===== src/rtl/uart_tx_sched_if.sv =====
// Bundles the requester-side streams and the uart_tx-side byte handshake of
// the packet scheduler. The master modport is the scheduler's view.
interface uart_tx_sched_if #(
  parameter int NUM_REQ = 2
) ();
  localparam int GW = $clog2(NUM_REQ);

  logic [8*NUM_REQ-1:0] in_data;
  logic [NUM_REQ-1:0]   in_valid;
  logic [NUM_REQ-1:0]   in_last;
  logic [NUM_REQ-1:0]   in_ready;
  logic [7:0]           tx_data;
  logic                 tx_valid;
  logic                 tx_ready;
  logic                 busy;
  logic [GW-1:0]        grant;

  modport master (
    input  in_data, in_valid, in_last, tx_ready,
    output in_ready, tx_data, tx_valid, busy, grant
  );

  modport slave (
    output in_data, in_valid, in_last, tx_ready,
    input  in_ready, tx_data, tx_valid, busy, grant
  );
endinterface


===== src/rtl/uart_tx_sched.sv =====
// Round-robin packet scheduler in front of a single uart_tx byte transmitter.
// Each packet goes out as SOF, source ID, payload bytes, XOR checksum.
module uart_tx_sched #(
  parameter int         NUM_REQ  = 2,
  parameter logic [7:0] SOF_BYTE = 8'hA5
) (
  input logic            clk,
  input logic            rstn,
  uart_tx_sched_if.master bus
);
  localparam int GW = $clog2(NUM_REQ);

  typedef enum logic [1:0] {S_IDLE, S_ID, S_PAYLOAD, S_CSUM} state_t;

  state_t               r_state, w_next_state;
  logic [GW-1:0]        r_grant, r_last_grant, w_winner;
  logic [7:0]           r_csum, r_tx_data, w_load_byte, w_sel_data;
  logic                 r_tx_valid;
  logic                 w_slot_free, w_any_valid, w_found;
  logic                 w_sel_valid, w_sel_last, w_up_xfer, w_load;
  logic [NUM_REQ-1:0]   w_in_ready;

  assign w_slot_free = !r_tx_valid || bus.tx_ready;
  assign w_any_valid = |bus.in_valid;

  // Round-robin pick: first valid requester scanning from last_grant+1
  always_comb begin
    w_found  = 1'b0;
    w_winner = r_last_grant;
    for (int unsigned k = 1; k <= NUM_REQ; k++) begin
      for (int unsigned i = 0; i < NUM_REQ; i++) begin
        if (!w_found && bus.in_valid[i] &&
            ((32'(r_last_grant) + k) % NUM_REQ) == i) begin
          w_found  = 1'b1;
          w_winner = GW'(i);
        end
      end
    end
  end

  // Select the granted requester's stream and form its ready
  always_comb begin
    w_sel_data  = '0;
    w_sel_valid = 1'b0;
    w_sel_last  = 1'b0;
    w_in_ready  = '0;
    for (int unsigned i = 0; i < NUM_REQ; i++) begin
      if (r_grant == GW'(i)) begin
        w_sel_data    = bus.in_data[8*i +: 8];
        w_sel_valid   = bus.in_valid[i];
        w_sel_last    = bus.in_last[i];
        w_in_ready[i] = (r_state == S_PAYLOAD) && w_slot_free;
      end
    end
  end

  // FSM state register
  always_ff @(posedge clk or negedge rstn) begin
    if (!rstn) r_state <= S_IDLE;
    else       r_state <= w_next_state;
  end

  // FSM next state: state names the next byte to load
  always_comb begin
    w_next_state = r_state;
    case (r_state)
      S_IDLE:    if (w_any_valid && w_slot_free) w_next_state = S_ID;
      S_ID:      if (w_slot_free) w_next_state = S_PAYLOAD;
      S_PAYLOAD: if (w_up_xfer && w_sel_last) w_next_state = S_CSUM;
      S_CSUM:    if (w_slot_free) w_next_state = S_IDLE;
      default:   w_next_state = S_IDLE;
    endcase
  end

  // FSM outputs: candidate byte for the output register, taken when slot_free
  always_comb begin
    w_load      = 1'b0;
    w_load_byte = r_tx_data;
    w_up_xfer   = 1'b0;
    case (r_state)
      S_IDLE: if (w_any_valid) begin
        w_load      = 1'b1;
        w_load_byte = SOF_BYTE;
      end
      S_ID: begin
        w_load      = 1'b1;
        w_load_byte = 8'(r_grant);
      end
      S_PAYLOAD: if (w_sel_valid) begin
        w_load      = 1'b1;
        w_load_byte = w_sel_data;
        w_up_xfer   = w_slot_free;
      end
      S_CSUM: begin
        w_load      = 1'b1;
        w_load_byte = r_csum;
      end
      default: ;
    endcase
  end

  // Output register, grant/checksum bookkeeping
  always_ff @(posedge clk or negedge rstn) begin
    if (!rstn) begin
      r_tx_valid   <= 1'b0;
      r_tx_data    <= '0;
      r_grant      <= '0;
      r_last_grant <= GW'(NUM_REQ - 1);
      r_csum       <= '0;
    end else begin
      if (w_slot_free) begin
        r_tx_valid <= w_load;
        if (w_load) r_tx_data <= w_load_byte;
      end
      if (r_state == S_IDLE && w_slot_free && w_any_valid) begin
        r_grant <= w_winner;
        r_csum  <= '0;
      end
      if (w_up_xfer) r_csum <= r_csum ^ w_sel_data;
      if (r_state == S_CSUM && w_slot_free) r_last_grant <= r_grant;
    end
  end

  assign bus.in_ready = w_in_ready;
  assign bus.tx_data  = r_tx_data;
  assign bus.tx_valid = r_tx_valid;
  assign bus.busy     = (r_state != S_IDLE) || r_tx_valid;
  assign bus.grant    = r_grant;
endmodule


===== src/flat_wrapper.sv =====
// flat-port wrapper written by rule: the top's interface ports become plain ports
module uart_tx_sched_flat 
#(
  parameter int         NUM_REQ  = 2,
  parameter logic [7:0] SOF_BYTE = 8'hA5
)
  (clk, rstn, bus_in_data, bus_in_valid, bus_in_last, bus_tx_ready, bus_in_ready, bus_tx_data, bus_tx_valid, bus_busy, bus_grant);
  uart_tx_sched_if #(.NUM_REQ(NUM_REQ)) bus_i ();
  input logic clk;
  input logic rstn;
  input wire logic [$bits(bus_i.in_data)-1:0] bus_in_data;
  input wire logic [$bits(bus_i.in_valid)-1:0] bus_in_valid;
  input wire logic [$bits(bus_i.in_last)-1:0] bus_in_last;
  input wire logic [$bits(bus_i.tx_ready)-1:0] bus_tx_ready;
  output wire logic [$bits(bus_i.in_ready)-1:0] bus_in_ready;
  output wire logic [$bits(bus_i.tx_data)-1:0] bus_tx_data;
  output wire logic [$bits(bus_i.tx_valid)-1:0] bus_tx_valid;
  output wire logic [$bits(bus_i.busy)-1:0] bus_busy;
  output wire logic [$bits(bus_i.grant)-1:0] bus_grant;
  assign bus_i.in_data = bus_in_data;
  assign bus_i.in_valid = bus_in_valid;
  assign bus_i.in_last = bus_in_last;
  assign bus_i.tx_ready = bus_tx_ready;
  assign bus_in_ready = bus_i.in_ready;
  assign bus_tx_data = bus_i.tx_data;
  assign bus_tx_valid = bus_i.tx_valid;
  assign bus_busy = bus_i.busy;
  assign bus_grant = bus_i.grant;
  uart_tx_sched #(.NUM_REQ(NUM_REQ), .SOF_BYTE(SOF_BYTE)) u_core (.clk(clk), .rstn(rstn), .bus(bus_i));
endmodule

===== config.mk =====
export PLATFORM = sky130hd
export DESIGN_NAME = uart_tx_sched_flat
export DESIGN_NICKNAME = d
export VERILOG_FILES = /design/src/rtl/uart_tx_sched_if.sv /design/src/rtl/uart_tx_sched.sv /design/src/flat_wrapper.sv
export SDC_FILE = /design/constraint.sdc
export NUM_CORES = 1
export LEC_CHECK = 0
export BUFFER_PORTS_ARGS = -buffer_cell sky130_fd_sc_hd__buf_2
export CORE_ASPECT_RATIO = 1.2
export CORE_MARGIN = 5
export CORE_UTILIZATION = 30
export DETAILED_ROUTE_END_ITERATION = 7
export PLACE_DENSITY = 0.53
export SLEW_MARGIN = 20
export SYNTH_ARGS = -nofsm -noshare
export SYNTH_HDL_FRONTEND = slang
export SYNTH_SLANG_ARGS = --single-unit

===== constraint.sdc =====
create_clock -name clk -period 2.7 [get_ports clk]
set_clock_uncertainty 0.2 [all_clocks]
set_input_delay 0.27 -clock clk [delete_from_list [all_inputs] [get_ports clk]]
set_output_delay 0.27 -clock clk [all_outputs]
set_load 0.01 [all_outputs]

Yosys cells after proc, flatten, opt, wreduce, memory -nomap -nowiden
Index checks and enable logic that the tools add are counted.
Storage, ports and cells
  flip-flop bits (word level): 21
  latch bits: 0
  bits in writable memories: 0
  bits in read-only memories: 0
  input bits: 23
  output and inout port bits: 13
  word-level logic and storage cells: 73
  memories kept: 0
Operators by class
  $add $sub $neg: 2
  $mul: 0
  div/mod/pow operators: 0
  order comparisons: 0
  eq/ne operators: 9
  shifts and indexed selects: 0
  multiplexer cells: 27
  bitwise operators: 1
  reductions and logical operators: 28
Operators by type and width (number)
  $logic_not 32->1: 2
  $mux 8: 5
  $pmux 8 s4: 1
  $mux 1: 15
  $logic_and 1x1->1: 13
  $ne 2x1->1 const B: 5
  $mux 2: 4
  $pmux 2 s4: 1
  $reduce_and 4->1: 2
  $xor 8x8->8: 1
  $eq 2x2->1 const B: 2
  $logic_not 1->1: 4
  $reduce_bool 2->1: 2
  $reduce_or 2->1: 2
  $pmux 1 s3: 1
  $add 1x1->1 const B: 2
  $eq 2x1->1 const B: 1
  $logic_not 2->1: 1
  $logic_or 1x1->1: 2
  $ne 2x2->1 const B: 1

Longest topological paths before layout
  word-level depth: 16
  gate-level depth with buffers: 7
  depth with buffers taken out: 6

Least setup slack after synthesis
No wires, ideal clock.
  kind: register -> register
  start: register u_core.r_state[0]
  end: register u_core.r_tx_data[0], in the netlist u_core.bus.tx_data[0]
  arrival time: 1.770 ns
  path slack: 0.606 ns
  stages on the path, launching flop included: 6
  buffers on the path: 1
  clock period less this slack: 2.094 ns
  cells stage by stage: dfrtp_1 inv_1 ha_1 clkbuf_1 a2111oi_4 mux2_2
On the way
  longest elaborated chain between the ends: 4
  elaborated cells on any way between the ends: 10
  classes of those cells: eq/ne (5); mux (2); reduce/logical (3)
Ends and longest elaborated chain
  from (decl): line uart_tx_sched.sv:15  | state_t r_state, w_next_state;
  from (signal assigned): line uart_tx_sched.sv:60  | else r_state <= w_next_state;
  $eq 2x1->1 / $eq 2x2->1 (equally long branches): line uart_tx_sched.sv:80  | case (r_state)
  $reduce_or 2->1 (no source line)
  $pmux 1 s3: line uart_tx_sched.sv:80
  $reduce_and 4->1 (no source line)
  to (signal assigned): line uart_tx_sched.sv:113  | if (w_load) r_tx_data <= w_load_byte;
  to (decl): line uart_tx_sched.sv:17  | logic [7:0] r_csum, r_tx_data, w_load_byte, w_sel_data;
Several ways; a longest one is shown, not always the timed one.
A chain may end at the register's enable or synchronous reset.

Worst setup path in the final report
  start: register u_core.r_state[0]
  end: register u_core.r_tx_data[2], in the netlist u_core.bus.tx_data[2]
Same word-level chain as after synthesis.

==> summary.md <==
| Metric | Value |
|---|---|
| CTS Buf Count | 3 |
| Peak VDD IR | 0.000299 V |
| Final worst setup slack | 0.346 ns |
| Final Cell Area | 1640 um2 |
| Max Clock Freq | 0.425 GHz |
| Total Power | 1.88 mW |
| CTS H-tree depth | 1 |
| CTS tree | done |
| HPWL Detailed | 2480 um |
| Period utilization | 0.872 |
| Reg2reg path depth | 6 |
| R2r startpoint | u_core.r_state[0] |
| Reg clk slew, reported paths | 0.08 ns |
| Util after Layout | 0.383 |
| Slew margin rel. | 0.568 |
| Worst setup SP type | flop |
| Die Wd | 71.0 um |
| Yosys top cell by area | dfrtp_1 |
| Syn_nets | 154 |
| Syn_area_per_cell | 10.6 um2 |
| HP Class | input port to flop |
| Clk Latency, worst-skew pair | 0.26 ns |
| Drt initial violations | 68 |
| Clk sinks | 21 |
| Post-Syn Area | 1340 um2 |
| Critical path origin | u_core.r_state[0] |
| Die Area | 5910 um2 |
| Placed Cells | 215 |
| Final Hold Vio Count | 0 |
| Nets | 193 |
| Hold Crit Depth | 3 |
| Reg-to-reg endpoint | u_core.bus.tx_data[2] |
| Clk root buf | clkbuf_8 |
| Most frequent cell after synthesis | dfrtp_1 |
| R2R Setup Slk | 0.35 ns |
| Critical path capture point type | flop |
| Count of different cell masters after synthesis | 33 |
| GRT Util Overall | 0.122 |
| DRC violations left | 0 |
| Dpl cell area | 1590 um2 |
| WHS | 0.146 ns |
| FF/Latch Area | 527 um2 |
| Critical path type | flop to flop |
| Max Cap Viol | 0 |
| Setup TNS | 0 ns |
| EDFF count, synth | 0 |
| Setup violations, final | 0 |
| Largest net degree at the start of global routing | 22 |
| Pre-CTS setup slack | 0.339 ns |
| N_diodes | 0 |
| Status | finished clean |
| RSZ-0062 raised after global routing | no |
| Slew @ Worst Pin | 0.645 ns |
| Antenna violations before repair | 0 |
| Post-route ant nets | 0 |
| Synth Warn # | 0 |
| CORE AREA | 4290 um2 |
| Via-per-instance ratio | 4.96 |
| Area contributors post-synth | dfrtp_1 (37%), mux2_2 (15%), mux2i_1 (8.2%), ha_1 (4.7%), nor2_1 (2.8%) |
| First-pass GRT wire length | 5820 um |
| List of most frequent post-synthesis cells | dfrtp_1 (20), mux2_2 (18), mux2i_1 (11) |
| Crit path max fanout | 12 |
| Pwr/cell area | 1140 nW/um2 |
| Gate Count Post-Synth | 126 |
| Port Buf Inserts | 35 |
| Vias in the first global route | 1,170 |
| RD Place Congestion | 0.822 |
| Cts hold-fix bufs | 1 |
| Min-Delay Startpoint | bus_in_valid[0] |
| Synth async-reset ratio | 1.00 |
| DR vias | 1,092 |
| Req. time, crit path | 2.65 ns |
| Post-CTS setup buffers | 0 |
| Drt wl/cell | 15.1 um |
| Yosys reg bits | 21 |
| Layout area overhead | 22.6% |
| Hold endpoint | u_core.bus.tx_valid |
| I/O pin total | 36 |
| Grt total ovfl | 0 |
| Footprint of the multi-input gates | 744 um2 |
| Detailed Route WL | 3310 um |
| Min Tclk post-route | 2.35 ns |
| Static leakage | 0.787 nW |
| DR pass1 iterations | 4 |
| Post-CTS Resized | 0 |
| Initial Util | 0.312 |
| Max-slew violations | 0 |
| Share of cells above drive strength 1 | 0.396 |
| WP data arrival | 2.30 ns |
| Sequential share of the synthesized area | 0.393 |
| Die height | 83.2 um |
| Main synth FF type | dfrtp_1 |
| Final non-filler cell total | 220 |
| Core Rows | 26 |
| Longest Clk Path Bufs | 2 |
| Top-area cell type share of the netlist area | 0.373 |
| Fillers | 454 |
-- power breakdown --
part           leakage, nW  internal [mW]  switching (mW)
registers            0.263          0.453           0.110
clock network       0.0228          0.105           0.107
logic                0.502          0.550           0.552
-- area by class of cell --
class	count	area share
clock buffers	4	0.0274
flip-flops and latches	21	0.321
repair buffers	41	0.136
multi-input cells	89	0.453
inverters	9	0.0206
well taps	56	0.0427
-- registers in the layout (all words and copies together) (netlist names) --
register             count
u_core.r_state           2
u_core.r_csum            8
u_core.bus.tx_data       8
u_core.bus.grant         1
u_core.r_last_grant      1
u_core.bus.tx_valid      1
-- layer usage --
layer,wire length (um),global-route usage,up-vias
li1,-,-,527
met1,1470,0.155,528
met2,1620,0.206,33
met3,147,0.0157,4
met4,68,0.0513,0
met5,0,0,-
-- worst max-delay path by stage --
stage	endpoint	slack, ns	depth (start not counted)
final	u_core.bus.tx_data[2]	0.35	6
after global routing	u_core.r_csum[0]	0.20	7
after detailed placement	u_core.bus.tx_data[2]	0.34	6
after floorplan	u_core.bus.tx_data[0]	0.61	5
after CTS	u_core.bus.tx_data[2]	0.32	6
after global placement	u_core.bus.tx_data[4]	0.43	6
-- cell families after synthesis --
| family | synth area share |
|---|---|
| adder cells (fa/ha/maj) | 0.0467 |
| AND/OR/NAND/NOR | 0.0906 |
| XOR/XNOR | 0.0196 |
| AO/OA/AOI/OAI | 0.155 |
| buffers and inverters | 0.0513 |
| multiplexers | 0.244 |
| flip-flops | 0.393 |
-- critical path, stage by stage, from the launching register on --
cell and delay (ns):
dfrtp_1 0.42, inv_1 0.12, ha_1 0.46, nor2_1 0.15
a2111oi_4 0.33, buf_4 0.22, mux2_2 0.34
-- placed cells by master, fill, tap and decap left out, types with 3 or more instances in the layout --
cell type	netlist	routed
dfrtp_1	20	20
mux2i_1	11	11
inv_1	9	9
nor2_1	10	10
a21oi_1	3	3
buf_2	1	35
clkbuf_8	0	3
xor2_1	3	3
mux2_2	18	18
nand2_1	7	7
a22oi_1	4	4
buf_4	0	5
o21ai_0	3	3
ha_1	5	5
a22o_1	3	3
(Power assumes the default switching activity.)
